--- src/rtl/pc_pkg.sv ---
// Shared types and constants for the PC sequencer: FSM states, increment and counter widths.
package pc_pkg;

    localparam int unsigned PC_INC = 4;
    localparam int unsigned FCNT_W = 3;
    localparam int unsigned CNT_W  = 16;

    typedef enum logic [1:0] {
        ST_RUN    = 2'd0,
        ST_SQUASH = 2'd1,
        ST_HALTED = 2'd2
    } pc_state_t;

endpackage : pc_pkg

--- src/rtl/pc_sequencer_if.sv ---
// Control/bus bundle between the core (master) and the PC sequencer (slave).
interface pc_sequencer_if #(
    parameter int unsigned ADDR_W = 32
);
    import pc_pkg::*;

    logic              stall;
    logic              br_valid;
    logic              brch;
    logic [ADDR_W-1:0] br_target;
    logic              halt;
    logic [ADDR_W-1:0] pc;
    logic [ADDR_W-1:0] pc_plus4;
    logic              flush;
    logic              halted;
    logic [CNT_W-1:0]  taken_cnt;

    modport master (
        output stall, br_valid, brch, br_target, halt,
        input  pc, pc_plus4, flush, halted, taken_cnt
    );

    modport slave (
        input  stall, br_valid, brch, br_target, halt,
        output pc, pc_plus4, flush, halted, taken_cnt
    );

endinterface : pc_sequencer_if

--- src/rtl/pc_adder.sv ---
// Fixed +4 incrementer, wrapping modulo 2^ADDR_W.
module pc_adder
    import pc_pkg::*;
#(
    parameter int unsigned ADDR_W = 32
) (
    input  logic [ADDR_W-1:0] i_a,
    output logic [ADDR_W-1:0] o_sum
);

    assign o_sum = i_a + ADDR_W'(PC_INC);

endmodule : pc_adder

--- src/rtl/pc_sequencer.sv ---
// Fetch PC sequencer: linear fetch, branch redirect with timed flush window, halt, redirect counter.
module pc_sequencer
    import pc_pkg::*;
#(
    parameter int unsigned      ADDR_W       = 32,
    parameter logic [ADDR_W-1:0] RESET_PC    = '0,
    parameter int unsigned      FLUSH_CYCLES = 2
) (
    input  logic           clk,
    input  logic           rst,
    pc_sequencer_if.slave  bus
);

    pc_state_t         r_state;
    pc_state_t         w_state_nxt;
    logic [ADDR_W-1:0] r_pc;
    logic [ADDR_W-1:0] w_pc_nxt;
    logic [ADDR_W-1:0] w_pc_inc;
    logic [FCNT_W-1:0] r_fcnt;
    logic [FCNT_W-1:0] w_fcnt_nxt;
    logic              r_flush;
    logic              r_halted;
    logic [CNT_W-1:0]  r_taken_cnt;
    logic [CNT_W-1:0]  w_taken_nxt;
    logic              w_redirect;
    logic              w_unused_tgt;

    pc_adder #(.ADDR_W(ADDR_W)) u_pc_adder (
        .i_a   (r_pc),
        .o_sum (w_pc_inc)
    );

    assign w_redirect   = bus.br_valid & bus.brch;
    assign w_unused_tgt = ^bus.br_target[1:0];

    // Next-state / next-PC decision; RUN priority is redirect > halt > stall > increment.
    always_comb begin
        w_state_nxt = r_state;
        w_pc_nxt    = r_pc;
        w_fcnt_nxt  = r_fcnt;
        w_taken_nxt = r_taken_cnt;
        case (r_state)
            ST_RUN: begin
                if (w_redirect) begin
                    w_pc_nxt    = {bus.br_target[ADDR_W-1:2], 2'b00};
                    w_fcnt_nxt  = FCNT_W'(FLUSH_CYCLES);
                    w_state_nxt = ST_SQUASH;
                    if (r_taken_cnt != {CNT_W{1'b1}}) begin
                        w_taken_nxt = r_taken_cnt + CNT_W'(1);
                    end
                end else if (bus.halt) begin
                    w_state_nxt = ST_HALTED;
                end else if (!bus.stall) begin
                    w_pc_nxt = w_pc_inc;
                end
            end
            ST_SQUASH: begin
                // Branch/halt inputs here belong to squashed instructions.
                if (!bus.stall) begin
                    w_pc_nxt = w_pc_inc;
                end
                if (r_fcnt <= FCNT_W'(1)) begin
                    w_fcnt_nxt  = '0;
                    w_state_nxt = ST_RUN;
                end else begin
                    w_fcnt_nxt = r_fcnt - FCNT_W'(1);
                end
            end
            ST_HALTED: begin
                w_state_nxt = ST_HALTED;
            end
            default: begin
                w_state_nxt = ST_RUN;
                w_fcnt_nxt  = '0;
            end
        endcase
    end

    always_ff @(posedge clk) begin
        if (rst) begin
            r_state     <= ST_RUN;
            r_pc        <= RESET_PC;
            r_fcnt      <= '0;
            r_flush     <= 1'b0;
            r_halted    <= 1'b0;
            r_taken_cnt <= '0;
        end else begin
            r_state     <= w_state_nxt;
            r_pc        <= w_pc_nxt;
            r_fcnt      <= w_fcnt_nxt;
            r_flush     <= (w_state_nxt == ST_SQUASH);
            r_halted    <= (w_state_nxt == ST_HALTED);
            r_taken_cnt <= w_taken_nxt;
        end
    end

    assign bus.pc        = r_pc;
    assign bus.pc_plus4  = w_pc_inc;
    assign bus.flush     = r_flush;
    assign bus.halted    = r_halted;
    assign bus.taken_cnt = r_taken_cnt;

endmodule : pc_sequencer

--- src/flat_wrapper.sv ---
// flat-port wrapper written by rule: the top's interface ports become plain ports
module pc_sequencer_flat import pc_pkg::*;
#(
    parameter int unsigned      ADDR_W       = 32,
    parameter logic [ADDR_W-1:0] RESET_PC    = '0,
    parameter int unsigned      FLUSH_CYCLES = 2
)
  (clk, rst, bus_stall, bus_br_valid, bus_brch, bus_br_target, bus_halt, bus_pc, bus_pc_plus4, bus_flush, bus_halted, bus_taken_cnt);
  pc_sequencer_if #(.ADDR_W(ADDR_W)) bus_i ();
  input  logic clk;
  input  logic rst;
  input wire logic [$bits(bus_i.stall)-1:0] bus_stall;
  input wire logic [$bits(bus_i.br_valid)-1:0] bus_br_valid;
  input wire logic [$bits(bus_i.brch)-1:0] bus_brch;
  input wire logic [$bits(bus_i.br_target)-1:0] bus_br_target;
  input wire logic [$bits(bus_i.halt)-1:0] bus_halt;
  output wire logic [$bits(bus_i.pc)-1:0] bus_pc;
  output wire logic [$bits(bus_i.pc_plus4)-1:0] bus_pc_plus4;
  output wire logic [$bits(bus_i.flush)-1:0] bus_flush;
  output wire logic [$bits(bus_i.halted)-1:0] bus_halted;
  output wire logic [$bits(bus_i.taken_cnt)-1:0] bus_taken_cnt;
  assign bus_i.stall = bus_stall;
  assign bus_i.br_valid = bus_br_valid;
  assign bus_i.brch = bus_brch;
  assign bus_i.br_target = bus_br_target;
  assign bus_i.halt = bus_halt;
  assign bus_pc = bus_i.pc;
  assign bus_pc_plus4 = bus_i.pc_plus4;
  assign bus_flush = bus_i.flush;
  assign bus_halted = bus_i.halted;
  assign bus_taken_cnt = bus_i.taken_cnt;
  pc_sequencer #(.ADDR_W(ADDR_W), .RESET_PC(RESET_PC), .FLUSH_CYCLES(FLUSH_CYCLES)) u_core (.clk(clk), .rst(rst), .bus(bus_i));
endmodule
--- config.mk ---
export PLATFORM = sky130hd
export DESIGN_NAME = pc_sequencer_flat
export DESIGN_NICKNAME = d
export VERILOG_FILES = /design/src/rtl/pc_pkg.sv /design/src/rtl/pc_sequencer_if.sv /design/src/rtl/pc_adder.sv /design/src/rtl/pc_sequencer.sv /design/src/flat_wrapper.sv
export SDC_FILE = /design/constraint.sdc
export NUM_CORES = 1
export LEC_CHECK = 0
export ABC_AREA = 1
export CAP_MARGIN = 20
export CELL_PAD_IN_SITES_DETAIL_PLACEMENT = 0
export CELL_PAD_IN_SITES_GLOBAL_PLACEMENT = 1
export CORE_UTILIZATION = 30
export DETAILED_ROUTE_END_ITERATION = 7
export DONT_BUFFER_PORTS = 1
export MAX_ROUTING_LAYER = met4
export PLACE_DENSITY_LB_ADDON = 0.1
export SYNTH_ARGS = -nofsm -noshare
export SYNTH_HDL_FRONTEND = slang
export SYNTH_SLANG_ARGS = --single-unit
--- constraint.sdc ---
create_clock -name clk -period 2.05 [get_ports clk]
set_clock_uncertainty 0.2 [all_clocks]
set_input_delay 0.5125 -clock clk [delete_from_list [all_inputs] [get_ports clk]]
set_output_delay 0.5125 -clock clk [all_outputs]
set_load 0.01 [all_outputs]
# [After elaboration in Yosys (flattened, before gate mapping)]
# Cells that the tools add are included.
# Widths: inputs -> output; s select.
[word_totals] register_bits=55 input_bits=38 elab_cells=35
[op_classes] n_addsub=3 n_lt_le_gt_ge=1 n_eq_ne=7 muxes=11 bitwise=2 n_reduce_logical=5
[ops] operator="$mux 32" count=3
[ops] operator="$pmux 32 s2" count=1
[ops] operator="$add 32x3->32 const B" count=1
[ops] operator="$add 16x1->16 const B" count=1
[ops] operator="$ne 16x16->1 const B" count=1
[ops] operator="$pmux 3 s3" count=1
[ops] operator="$mux 2" count=3
[ops] operator="$mux 3" count=2
[ops] operator="$pmux 2 s3" count=1
[ops] operator="$eq 2x1->1 const B" count=2
[ops] operator="$eq 2x2->1 const B" count=2
[ops] operator="$reduce_and 2->1" count=2
[ops] operator="$le 3x1->1 const B" count=1
[ops] operator="$ne 3x2->1 const B" count=1
[ops] operator="$reduce_and 3->1" count=1
[ops] operator="$sub 3x1->3 const B" count=1
[ops] operator="$logic_not 2->1" count=1
[ops] operator="$ne 2x1->1 const B" count=1
[ops] operator="$reduce_bool 2->1" count=1
[ops] operator="$and 1x1->1" count=1
[ops] operator="$not 1->1" count=1

# [Longest topological paths before layout]
# Gate-level depths: netlist (run 1).
[depth] word_depth=5 ltp_mapped=11

# [Cells and area by module]
# From an unflattened synthesis (run 1), not the netlist that was laid out.
[hier_totals] cells_unflattened=598 area_unflattened_um2=3902.5
[modules_own_cells] mod="pc_sequencer" instances=1 cells_per_inst=421 area_each_um2=2992.9 seq_area_each_um2=1101.1
[modules_own_cells] mod="pc_adder" instances=1 cells_per_inst=177 area_each_um2=909.6 seq_area_each_um2=0.0

# [Worst setup path before layout (run 1)]
# No wires, ideal clock.
[synth_path] kind="flip-flop to output port" startpoint="register u_core.r_pc[2], in the netlist u_core.bus.pc[2]" endpoint="output bus_pc_plus4[12]" arrival_time_ns=1.377 required_time_ns=1.337 setup_slack_ns=-0.039 stages_incl_launch_ff=8 path_cell_list="dfxtp_1 -> ha_1 -> nand3_1 -> inv_1 -> nand2_4 -> nor2_4 -> nand2_1 -> and2_1"
[synth_between] elab_chain_cells=1
[synth_rtl] item="start: declaration" line="pc_sequencer.sv:16" text="logic [ADDR_W-1:0] r_pc;"
[synth_rtl] item="start signal: assignment" line="pc_sequencer.sv:89" text="r_pc <= w_pc_nxt;"
[synth_rtl] item="$add 32x3->32" line="pc_adder.sv:11" text="assign o_sum = i_a + ADDR_W'(PC_INC);"
[synth_rtl] item="end: declaration" line="flat_wrapper.sv:18" text="output wire logic [$bits(bus_i.pc_plus4)-1:0] bus_pc_plus4;"
# Every way passes these cells.

# [Worst setup path after layout (run 1)]
# Ends and elaborated chain as after synthesis.

==> results.py, run 1 <==
metrics = {
    "outcome": {
        "outcome": "complete, but fails checks",
        "violations": "setup timing",
    },
    "synthesis": {
        "ys_ff_latch": 53,
        "async_flop_share_pct": 0,
        "syn_area_um2": 3840,
        "syn_area_per_cell_um2": 6.04,
        "synth_edf_count": 0,
        "ys.flop_type": "dfxtp_1",
        "yosysWarnings": 0,
        "seq_area_frac_synth_pct": 27.6,
        "synth_cells": 636,
        "ys_types": 35,
    },
    "place": {
        "post-dp-hpwl_um": 9800,
        "gp_congestion": 0.846,
        "io_buffers": 0,
        "placed_cell_area_um2": 4590,
    },
    "drt": {
        "wl_um": 13500,
        "firstDrtPassIters": 4,
        "detail_route.wl_per_cell_um": 15.0,
        "drc": 0,
        "viasPerCell": 4.87,
        "drt_iter0_markers": 135,
        "vias": 4360,
        "ant_nets": 0,
    },
    "final_layout": {
        "drive_above_1_share_pct": 34.3,
        "nFillCells": 1308,
        "fin_area_um2": 5410,
        "synthToLayoutAreaGrowth_pct": 40.7,
        "nNetsFinal": 768,
    },
    "sta": {
        "post-route-period-util_pct": 110,
        "period_needed_ns": 2.25,
        "finalSetupViolations": 26,
        "tns_ns": -3.64,
        "hold_violations": 0,
        "hold_ws_ns": 0.0584,
        "fmax_mhz": 443,
        "worst_pin_slew_ns": 0.531,
        "rsz0062_at_grt": "yes",
        "drv_slew": 0,
        "fin_ws_ns": -0.205,
        "max-slew-margin-rel_pct": 64.6,
    },
    "pwr": {
        "leakage_nw": 2.30,
        "peakVddDrop_v": 0.000364,
        "power_density_nw_per_um2": 599,
    },
    "setup_path": {
        "crit_slowest_cell": "dfxtp_4",
        "crit_path_cell_trace": "ha_4 -> nand3_4 -> inv_4 -> nand2_8 -> nor2_4 -> nand2_2 -> and2_4",
        "crit_path_max_fanout": 7,
        "start_kind": "flip-flop",
        "worst_ep_required_time_ns": 1.34,
        "worst-setup-path-type": "flip-flop to output pin",
        "slowest_delay_ns": 0.38,
        "cp.arrival_ns": 1.54,
        "end_kind": "output pin",
    },
    "global_route": {
        "grt_pass1_wl_um": 21700,
        "grtUsageTotal_pct": 21.8,
        "grt_max_degree": 38,
        "antenna_found_initial": 1,
        "grt_pass1_vias": 4281,
        "gr-total-overflow": 0,
    },
    "clock_tree": {
        "clkTransAtPathRegs_ns": 0.08,
        "numCtsBuffers": 5,
        "cts_max_path_buffers": 2,
        "clock_latency_ns": 0.31,
        "tritoncts": "yes",
        "cts_hold_buf": 0,
        "cts.sinks": 53,
        "root_buffer": "clkbuf_16",
        "h-tree-depth": 2,
    },
    "floorplan": {
        "die_w_um": 115,
        "fp.dieH_um": 115,
        "core_area_um2": 12300,
        "die_area_um2": 13300,
        "row_count": 40,
        "ios": 120,
        "start_util_pct": 31.3,
    },
    "worst_hold_path": {
        "hold_class": "input pin to flip-flop",
    },
    "run": {
        "max-cap-violations": 0,
    },
}
-- state kept, by name, summed over array words and instances, names as in the netlist --
name	count
u_core.bus.halted	1
u_core.bus.flush	1
u_core.r_state	2
u_core.r_fcnt	3
u_core.bus.taken_cnt	16
u_core.bus.pc	30
-- cells in the final DEF, fill, tap and decap left out, drive strengths merged, types with 8 or more instances in the layout --
cell type,n
xor2,13
o21ai,34
a21oi,73
nand3,49
nor2,60
inv,65
nand2,221
dfxtp,53
buf,104
and2,8
-- through the flow --
stage                     power [W]  utilization (%)  worst slack [ns]  std cells
after CTS                   0.00325             42.6            -0.218        892
after detailed placement    0.00207             37.4           -0.0912        865
after floorplan             0.00174                -           0.00304        639
final                       0.00324             44.1            -0.205        896
after global placement      0.00205             37.4           -0.0641        865
after global routing        0.00342             44.1            -0.282        896
-- what timing repair did --
action / CTS / global route
pin swaps: 31 / 23
gates cloned: 0 / 0
gates resized for setup: 99 / 45
setup endpoints to repair: 27 / 29
buffers inserted: 20 / 8
-- cells in the mapped netlist, types with 2 or more instances --
cell type,n,area [um2]
buf_6,2,22.5
nand3_1,49,245
nor2_1,48,180
o21ai_0,33,165
nor2_2,6,37.5
buf_2,8,40.0
xnor2_1,2,17.5
nand4_1,6,37.5
xor2_1,13,114
nand2_2,8,50.1
and2_1,8,50.1
nand2_1,211,792
ha_1,4,50.1
o21bai_1,6,45.0
buf_4,4,30.0
nand2_4,2,22.5
clkbuf_1,10,37.5
inv_1,61,229
nor3_1,3,15.0
dfxtp_1,53,1060
inv_2,4,15.0
nor2_4,6,67.6
xnor2_2,2,32.5
o21a_1,2,15.0
or2_2,4,25.0
a21oi_1,72,360
-- logic make-up after synthesis --
family	share of synthesized area (%)
AO/OA/AOI/OAI	16.1
XOR/XNOR	4.26
adder cells (fa/ha/maj)	1.30
buffers and inverters	9.73
flip-flops	27.6
other	0.0976
AND/OR/NAND/NOR	40.9
-- report_power, final --
group	switching [W]	internal, W	total (W)
Combinational	0.000565	0.000417	0.000981
Clock	0.000423	0.000612	0.00104
Sequential	0.000100	0.00112	0.00122
Total	0.00109	0.00215	0.00324
-- worst paths after layout --
| kind | start | end | slack, ns | cells past startpoint |
|---|---|---|---|---|
| worst min register to register | u_core.r_fcnt[2]$_SDFFE_PP0P_ | u_core.r_fcnt[2]$_SDFFE_PP0P_ | 0.30 | 2 |
| worst min-delay path | rst | u_core.bus.pc[6]$_SDFFE_PP0P_ | 0.06 | 1 |
| worst max register to register | u_core.bus.pc[12]$_SDFFE_PP0P_ | u_core.bus.pc[21]$_SDFFE_PP0P_ | -0.18 | 17 |
| worst max-delay path | u_core.bus.pc[2]$_SDFFE_PP0P_ | bus_pc_plus4[12] | -0.20 | 7 |
-- worst max-delay path: cells and delay by family (launching register included) --
kind,cells,cell delay [ns]
buffers and inverters,1,0.10
adders and majority gates,1,0.15
and+or+nand+nor,5,0.60
DFF,1,0.38
-- per-layer routing --
| layer | up-vias | routed length [um] | global-route usage (%) |
|---|---|---|---|
| met3 | 14 | 711 | 5.27 |
| li1 | 2215 | - | - |
| met2 | 86 | 6610 | 37.7 |
| met5 | - | 0 | - |
| met1 | 2045 | 5900 | 25.0 |
| met4 | 0 | 255 | 6.06 |
-- area by class of cell --
cell class | instances | area, um2 | share of cell area, %
multi-input combinational | 497 | 2820 | 52.1
sequential | 53 | 1110 | 20.6
timing repair buffer | 104 | 845 | 15.6
inverter | 65 | 246 | 4.56
tap | 168 | 210 | 3.89
clock buffer | 7 | 143 | 2.64
clock inverter | 1 | 30.0 | 0.555
antenna | 1 | 2.50 | 0.0463
Note: power is estimated with default switching activity, not from simulation.
==> run 2, diff against run 1 <==
- TNS_END_PERCENT: default -> 1
==> run 2 against run 1 <==
The run still ends with setup timing left; sequential power about the same; combinational power shrank 6.6%; clock-buffer cell count unchanged; fmax about the same; register-to-register slack better by 0.43 ns; setup slack hardly changed; clock power barely moved; utilization decreased by 2.2 points; total power is 2.3% lower; sequential share of layout area is 0.92 points higher; via count decreased by 2.7%; critical endpoint unchanged; largest power group unchanged; highest routed layer unchanged.
==> results.py, run 2 (same netlist as run 1, synthesis figures left out) <==
metrics = {
    "outcome": {
        "outcome": "complete, but fails checks",
        "violations": "setup timing",
    },
    "floorplan": {
        "die_area_um2": 13300,
        "row_count": 40,
        "ios": 120,
        "die_w_um": 115,
        "core_area_um2": 12300,
        "start_util_pct": 31.3,
        "fp.dieH_um": 115,
    },
    "clock_tree": {
        "clkTransAtPathRegs_ns": 0.08,
        "tritoncts": "yes",
        "cts_max_path_buffers": 2,
        "h-tree-depth": 2,
        "cts_hold_buf": 0,
        "clock_latency_ns": 0.31,
        "cts.sinks": 53,
        "numCtsBuffers": 5,
        "root_buffer": "clkbuf_16",
    },
    "drt": {
        "drc": 0,
        "wl_um": 13100,
        "top_layer": "met4",
        "viasPerCell": 4.83,
        "dr_wl_met3_um": 825,
        "firstDrtPassIters": 4,
        "drt_iter0_markers": 165,
        "drt-met1-wl_um": 5590,
        "vias": 4244,
        "ant_nets": 0,
        "detail_route.wl_per_cell_um": 15.0,
        "wl_met2_um": 6480,
    },
    "place": {
        "gp_congestion": 0.846,
        "post-dp-hpwl_um": 9800,
        "io_buffers": 0,
        "post-place-ws_ns": -0.0912,
    },
    "sta": {
        "rsz0062_at_grt": "yes",
        "hold_violations": 0,
        "worst_pin_slew_ns": 0.517,
        "hold_ws_ns": 0.0580,
        "fin_ws_ns": -0.205,
        "fmax_mhz": 443,
        "max-slew-margin-rel_pct": 65.5,
        "period_needed_ns": 2.26,
        "finalSetupViolations": 26,
        "drv_slew": 0,
        "post-route-period-util_pct": 110,
        "tns_ns": -3.30,
    },
    "setup_path": {
        "worst-setup-path-type": "flip-flop to output pin",
        "crit_path_max_fanout": 7,
        "path_delay_family": "simple AND/OR/NAND/NOR gates",
        "end_kind": "output pin",
        "slowest_delay_ns": 0.38,
        "cp.arrival_ns": 1.54,
        "worst_ep_required_time_ns": 1.34,
        "rr_endpoint": "u_core.bus.pc[22]$_SDFFE_PP0P_",
        "crit_path_cell_trace": "ha_4 -> nand3_4 -> inv_4 -> nand2_8 -> nor2_4 -> nand2_2 -> and2_4",
        "rr_startpoint": "u_core.r_state[1]$_SDFF_PP0_",
        "start_kind": "flip-flop",
        "reg2reg_depth": 8,
        "path_buf_inv": 1,
        "crit_slowest_cell": "dfxtp_4",
        "r2r_slack_ns": 0.25,
    },
    "final_layout": {
        "drive_above_1_share_pct": 29.3,
        "synthToLayoutAreaGrowth_pct": 33.8,
        "final_common_cell": "nand2_1",
        "nNetsFinal": 750,
        "final_cell_mix": "185 x nand2_1, 82 x buf_4, 72 x a21oi_1",
        "largest_reg_flops": 30,
    },
    "worst_hold_path": {
        "holdPathStages": 1,
        "hold_class": "input pin to flip-flop",
        "min_to": "u_core.bus.pc[6]$_SDFFE_PP0P_",
        "hp-start": "rst",
    },
    "pwr": {
        "p_switching_w": 0.00105,
        "leakage_nw": 2.17,
        "pwr-share-seq_pct": 38.4,
        "peakVddDrop_v": 0.000356,
        "power.internal_w": 0.00211,
        "netSwitchingFraction_pct": 33.3,
        "pwr-share-comb_pct": 28.9,
        "power_density_nw_per_um2": 616,
        "power_frac_clock_pct": 32.7,
    },
    "global_route": {
        "antenna_found_initial": 1,
        "grtUsageTotal_pct": 21.3,
        "gr-total-overflow": 0,
        "grt_pass1_vias": 4117,
        "grt_pass1_wl_um": 21100,
        "grt_max_degree": 38,
    },
    "run": {
        "max-cap-violations": 0,
    },
}
## run 2: worst max-delay path by stage
stage / from / end / slack, ns / cells after the start
3_5_place_dp: u_core.bus.pc[3]$_SDFFE_PP0P_ / bus_pc_plus4[12] / -0.09 / 7
3_3_place_gp: u_core.bus.pc[3]$_SDFFE_PP0P_ / bus_pc_plus4[12] / -0.06 / 7
6_report: u_core.bus.pc[2]$_SDFFE_PP0P_ / bus_pc_plus4[12] / -0.21 / 7
4_1_cts: u_core.bus.pc[3]$_SDFFE_PP0P_ / bus_pc_plus4[28] / -0.22 / 8
5_1_grt: u_core.bus.pc[2]$_SDFFE_PP0P_ / bus_pc_plus4[12] / -0.29 / 7
2_1_floorplan: u_core.bus.pc[3]$_SDFFE_PP0P_ / bus_pc_plus4[12] / 0.003 / 7
## run 2: area by class of cell
class | count | area [um2]
fill | 1315 | 7120
inverter | 65 | 246
clock buffer | 7 | 143
multi-input combinational | 497 | 2720
clock inverter | 1 | 30.0
sequential | 53 | 1100
antenna | 1 | 2.50
tap | 168 | 210
timing repair buffer | 86 | 687
## run 2: power by group through the flow
stage                     logic, W  clock network [W]  registers (W)
after global routing       0.00102            0.00110        0.00123
after floorplan           0.000470                  0        0.00127
after detailed placement  0.000853                  0        0.00122
final                     0.000916            0.00103        0.00121
after global placement    0.000837                  0        0.00122
after CTS                 0.000904            0.00107        0.00121
## run 2: metal layers
| metal | up-vias | track usage (%) |
|---|---|---|
| li1 | 2181 | - |
| met1 | 1951 | 24.8 |
| met2 | 97 | 36.3 |
| met3 | 15 | 5.11 |
| met4 | 0 | 5.71 |
| met5 | - | - |
## run 2: metrics by stage
stage	std cells	instance area [um2]	total power, W	utilization (%)
after floorplan	639	3860	0.00174	-
after global placement	865	4590	0.00205	37.4
after detailed placement	865	4590	0.00207	37.4
after CTS	874	4990	0.00318	40.7
after global routing	878	5140	0.00335	41.9
final	878	5140	0.00316	41.9
## run 2: what timing repair did
action	CTS	global route
pin swaps	13	12
setup endpoints to repair	27	27
buffers inserted	1	3
hold endpoints to repair	0	0
gates resized for setup	69	36
